===== config.mk =====
export PLATFORM = sky130hd
export DESIGN_NAME = store_write_buffer
export DESIGN_NICKNAME = d
export VERILOG_FILES = /design/src/rtl/store_write_buffer.sv
export SDC_FILE = /design/constraint.sdc
export NUM_CORES = 1
export LEC_CHECK = 0
export ABC_AREA = 1
export CORE_UTILIZATION = 32
export DETAILED_ROUTE_END_ITERATION = 8
export PLACE_DENSITY = 0.47
export SYNTH_ARGS = -nofsm -noshare
export SYNTH_HDL_FRONTEND = slang
export SYNTH_SLANG_ARGS = --single-unit

===== constraint.sdc =====
create_clock -name clk -period 5.5 [get_ports clk]
set_clock_uncertainty 0.1 [all_clocks]
set_input_delay 0.825 -clock clk [delete_from_list [all_inputs] [get_ports clk]]
set_output_delay 0.825 -clock clk [all_outputs]
set_load 0.01 [all_outputs]

===== src/rtl/store_write_buffer.sv =====
// Posted-store FIFO between the core data port and data memory, drained in program order.
// Optional store-to-load forwarding is compiled in when SWB_FORWARD_EN is defined.
module store_write_buffer #(
    parameter int unsigned DEPTH = 4,
    parameter int unsigned AW    = 32,
    parameter int unsigned DW    = 32
) (
    input  logic          clk,
    input  logic          reset,
    input  logic          MemWrite,
    input  logic [AW-1:0] DataAdr,
    input  logic [DW-1:0] WriteData,
    output logic          Stall,
    output logic          Empty,
    output logic          mem_we,
    output logic [AW-1:0] mem_addr,
    output logic [DW-1:0] mem_wdata,
    input  logic          mem_ready
`ifdef SWB_FORWARD_EN
    ,
    input  logic [AW-1:0] ReadAdr,
    output logic          fwd_hit,
    output logic [DW-1:0] fwd_data
`endif
);

    localparam int unsigned PW = $clog2(DEPTH);
    localparam int unsigned CW = PW + 1;

    typedef struct packed {
        logic [AW-1:0] addr;
        logic [DW-1:0] data;
    } entry_t;

    entry_t        entry_q [DEPTH];
    logic [PW-1:0] wr_ptr_q, wr_ptr_d;
    logic [PW-1:0] rd_ptr_q, rd_ptr_d;
    logic [CW-1:0] count_q, count_d;
    logic          full;
    logic          enq;
    logic          deq;

    assign full   = (count_q == CW'(DEPTH));
    assign Empty  = (count_q == CW'(0));
    assign mem_we = ~Empty;
    assign Stall  = MemWrite & full;
    assign enq    = MemWrite & ~full & ~reset;
    assign deq    = mem_we & mem_ready;

    // Head is forced to zero when empty so uncleared storage never leaks X.
    assign mem_addr  = Empty ? '0 : entry_q[rd_ptr_q].addr;
    assign mem_wdata = Empty ? '0 : entry_q[rd_ptr_q].data;

    // Pointer and occupancy next-state.
    always_comb begin
        wr_ptr_d = wr_ptr_q;
        rd_ptr_d = rd_ptr_q;
        count_d  = count_q;
        if (enq) begin
            wr_ptr_d = wr_ptr_q + PW'(1);
        end
        if (deq) begin
            rd_ptr_d = rd_ptr_q + PW'(1);
        end
        case ({enq, deq})
            2'b10:   count_d = count_q + CW'(1);
            2'b01:   count_d = count_q - CW'(1);
            default: count_d = count_q;
        endcase
    end

    always_ff @(posedge clk or posedge reset) begin
        if (reset) begin
            wr_ptr_q <= '0;
            rd_ptr_q <= '0;
            count_q  <= '0;
        end else begin
            wr_ptr_q <= wr_ptr_d;
            rd_ptr_q <= rd_ptr_d;
            count_q  <= count_d;
        end
    end

    // Storage is not reset; validity is tracked by count/pointers only.
    always_ff @(posedge clk) begin
        if (enq) begin
            entry_q[wr_ptr_q] <= '{addr: DataAdr, data: WriteData};
        end
    end

`ifdef SWB_FORWARD_EN
    // Walk oldest to youngest so the last match wins.
    always_comb begin
        logic [PW-1:0] idx;
        idx      = '0;
        fwd_hit  = 1'b0;
        fwd_data = '0;
        for (int unsigned i = 0; i < DEPTH; i++) begin
            idx = rd_ptr_q + PW'(i);
            if ((CW'(i) < count_q) &&
                (entry_q[idx].addr[AW-1:2] == ReadAdr[AW-1:2])) begin
                fwd_hit  = 1'b1;
                fwd_data = entry_q[idx].data;
            end
        end
    end
`endif

endmodule


==> implementation parameters <==
Parameter                              Value

Status
  Status    complete, no violations

Timing
  TNS Setup    0 ns
  Post-route fraction of the period consumed by the critical path    0.808
  Minimum setup slack in the final design    1.06 ns
  Final hold violation count    0
  Highest Clock Rate    225 MHz
  Max-slew violation total from the final report    0
  Setup repair after global routing missed its margin    false
  Setup Viol. Count Final    0
  Worst Max-Slew Pin Slew    1.15 ns
  Post-route minimum period    4.44 ns
  Tightest slew margin relative to the limit    0.230

Placed design
  HPWL after DPL    14700 um
  # port buffers    134
  DP Area    13100 sq um
  Pre-CTS WS    1.56 ns
  Gpl congestion    0.700

Logic synthesis
  Cell type with the highest aggregate area in the netlist    edfxtp_1
  Post-synth top area share    0.677
  Post-Syn Area    11400 sq um
  Cells after Synth    1070
  Adder-Cell Fraction of Synth Area    0.00727
  Avg Cell Area, Syn    10.6 sq um
  Combinational family with the most area after synthesis    simple AND/OR/NAND/NOR gates
  Number of different library cells in the post-synthesis netlist    20
  Post-synthesis simple-gate area fraction    0.152
  Share of cell area taken by muxes after synthesis    0
  Post-synth net total    1144
  Xor-xnor portion of the synthesized cell area    0.00154
  Sequential-to-total area share from yosys stat    0.692
  Post-synthesis sequential element count    263
  Top cells by area in the synthesized netlist    edfxtp_1, inv_1, nand2_1
  Total of warnings raised by yosys    0
  Compound-cell area share of the yosys netlist    0.0291

Setup path
  Kind of capture point of the worst setup path    output pin
  Biggest fanout along the worst timing path    101
  Series of cell instances along the critical path    inv_4 > buf_4 > nand2_1 > nand3_1 > a21oi_1 > clkdlybuf4s50_1
  Worst setup SP type    flip-flop
  Data required time at the worst endpoint    4.58 ns
  CP max stage cell    inv_4
  Crit path DAT    3.52 ns
  Crit path largest cell delay    0.94 ns
  Crit Path Class    reg2out

Pwr
  Sequential fraction of design power    0.353
  Portion of total power attributed to combinational logic    0.381
  Internal Pwr Total    0.00475 W
  Peak supply drop    0.000331 V
  Net switching fraction of the power    0.343
  Power per Cell Area    514 nW/um^2
  Clock group share of total power    0.265
  Switching power summed over all nets    0.00248 W
  Leak Pwr    5.96 nW

Detailed routing
  Starting DRC count in detailed routing    314
  Routed WL per cell    15.7 um
  Vias    7176
  Vias per std cell    4.27
  Count of TritonRoute iterations in the first routing pass    5
  Number of nets with antenna violations after routing    0
  Count of unresolved DRC violations after routing    0
  Overall routed net length    26400 um

CTS
  Cell at the root of the clock tree    clkbuf_16
  Num CTS Buffers    30
  Deepest clock path buffer count    3
  Count of H-tree levels built during CTS    1
  Clock-pin slew on the worst setup and hold paths    0.06 ns
  Number of buffers inserted for hold repair after clock tree synthesis    0
  Number of clock sinks seen by CTS    263
  TritonCTS clock tree    done
  Post-CTS resize count    0
  Worst-skew pair later-pin latency    0.54 ns
  Setup repair bufs after CTS    0

Floorplan
  Number of cell rows    68
  Total Die Area    36200 sq um
  Die Ht    190 um
  Top-level I/O count    135
  Initial Utilization    0.327
  Die span in x    190 um
  Core Region    34700 sq um

Finish
  Count of filler cells inserted in the layout    3383
  Nets@finish    1276
  Area delta synth->final    23.9%
  Area of all placed cells without fillers    14100 sq um
  Share of final-layout standard cells stronger than drive strength 1    0.0588

Global route
  Gr ovfl total    0
  Largest net degree at the start of global routing    102
  Overall fraction of global-route tracks in use    0.148
  Initial antenna violation count    2
  First-pass GRT wire length    41200 um
  Vias in the first global route    7165

Flow run
  Max Cap Viol    0

Worst hold path
  Kind of path behind the tightest hold check    reg2reg
## synth_stat cells, drive strengths merged
cell type and n:
a21oi 64, buf 43, clkbuf 6, dfrtp 7, edfxtp 256, fa 1
ha 5, inv 274, nand2 269, nand3 133, nand4 3, nor2 5
o21ai 2, xnor2 2
## state kept, by name, indices dropped and copies added, names as in the netlist
signal,cells
count_q,3
entry_q,256
rd_ptr_q,2
wr_ptr_q,2
## cell usage in the layout (no fill, tap or decap)
cell type / synthesis / layout
nand2_2: 3 / 3
ha_1: 5 / 5
o21ai_0: 2 / 2
nand4_1: 3 / 3
clkbuf_1: 6 / 3
nor2_1: 5 / 1
clkinv_2: 0 / 8
dfrtp_1: 7 / 5
nor2_4: 0 / 4
nand2_1: 266 / 266
bufinv_16: 0 / 3
fa_1: 1 / 1
inv_1: 270 / 270
inv_2: 4 / 3
clkinv_4: 0 / 1
nand3_2: 1 / 1
xnor2_1: 2 / 2
inv_4: 0 / 1
edfxtp_1: 256 / 256
diode_2: 0 / 1
nand3_1: 132 / 132
dfrtp_4: 0 / 2
buf_4: 5 / 15
a21oi_1: 64 / 64
clkbuf_16: 0 / 31
clkinv_1: 0 / 8
clkdlybuf4s50_1: 0 / 134
## per-layer routing
layer  vias up  wire length, um  GRT usage
li1       3654                -          -
met1      3336            11800      0.190
met2       138            12600      0.253
met3        46             1340     0.0307
met4         2              599     0.0422
met5         -               12          0
## worst max-delay path, delay by kind of cell, from the launching register on
kind | cells | cell delay [ns]
buf+inv | 3 | 1.90
flops | 1 | 0.72
simple gates | 2 | 0.17
compound gates | 1 | 0.10
## cells by family (layout without fill, tap and decap cells)
logic type / count (synthesis) / count (layout)
buffers and inverters: 323 / 477
AND/OR/NAND/NOR: 410 / 410
XOR/XNOR: 2 / 2
flip-flops: 263 / 263
AO/OA/AOI/OAI: 66 / 66
adder cells (fa/ha/maj): 6 / 6
other: 0 / 1
## path summary, 6_finish.rpt
path | start | to | slack (ns) | depth (start not counted)
worst min-delay path | count_q[0]$_DFFE_PP0P_ | count_q[0]$_DFFE_PP0P_ | 0.39 | 1
min in group asynchronous | reset | rd_ptr_q[1]$_DFFE_PP0P_ | 0.46 | 2
max in group asynchronous | reset | rd_ptr_q[0]$_DFFE_PP0P_ | 4.55 | 2
worst min register to register | count_q[0]$_DFFE_PP0P_ | count_q[0]$_DFFE_PP0P_ | 0.39 | 1
worst max register to register | count_q[1]$_DFFE_PP0P_ | entry_q[1][30]$_DFFE_PP_ | 2.89 | 5
worst max-delay path | rd_ptr_q[0]$_DFFE_PP0P_ | mem_wdata[6] | 1.06 | 6
## power groups by stage
stage	registers (W)	clock network (W)	logic [W]
global route	0.00258	0.00206	0.00306
CTS	0.00256	0.00198	0.00284
global placement	0.00259	0	0.00282
floorplan	0.00254	0	0.00159
finish	0.00256	0.00192	0.00276
detailed placement	0.00260	0	0.00282
## per-stage QoR
step | hold slack [ns] | std cells | utilization | total power [W]
floorplan | 0.353 | 1070 | - | 0.00413
global placement | 0.371 | 1625 | 0.378 | 0.00541
detailed placement | 0.386 | 1625 | 0.378 | 0.00542
CTS | 0.398 | 1679 | 0.405 | 0.00738
global route | 0.412 | 1679 | 0.405 | 0.00770
finish | 0.391 | 1680 | 0.405 | 0.00723
## layout make-up
| type | instances | area [sq um] | share of cell area |
|---|---|---|---|
| Sequential cell | 263 | 7870 | 0.559 |
| Antenna cell | 1 | 2.50 | 0.000178 |
| Timing Repair Buffer | 149 | 1450 | 0.103 |
| Multi-Input combinational cell | 484 | 2190 | 0.155 |
| Clock buffer | 34 | 787 | 0.0559 |
| Tap cell | 455 | 569 | 0.0405 |
| Clock inverter | 20 | 169 | 0.0120 |
| Inverter | 274 | 1030 | 0.0733 |
No activity file was read; power rests on OpenSTA's default activity.
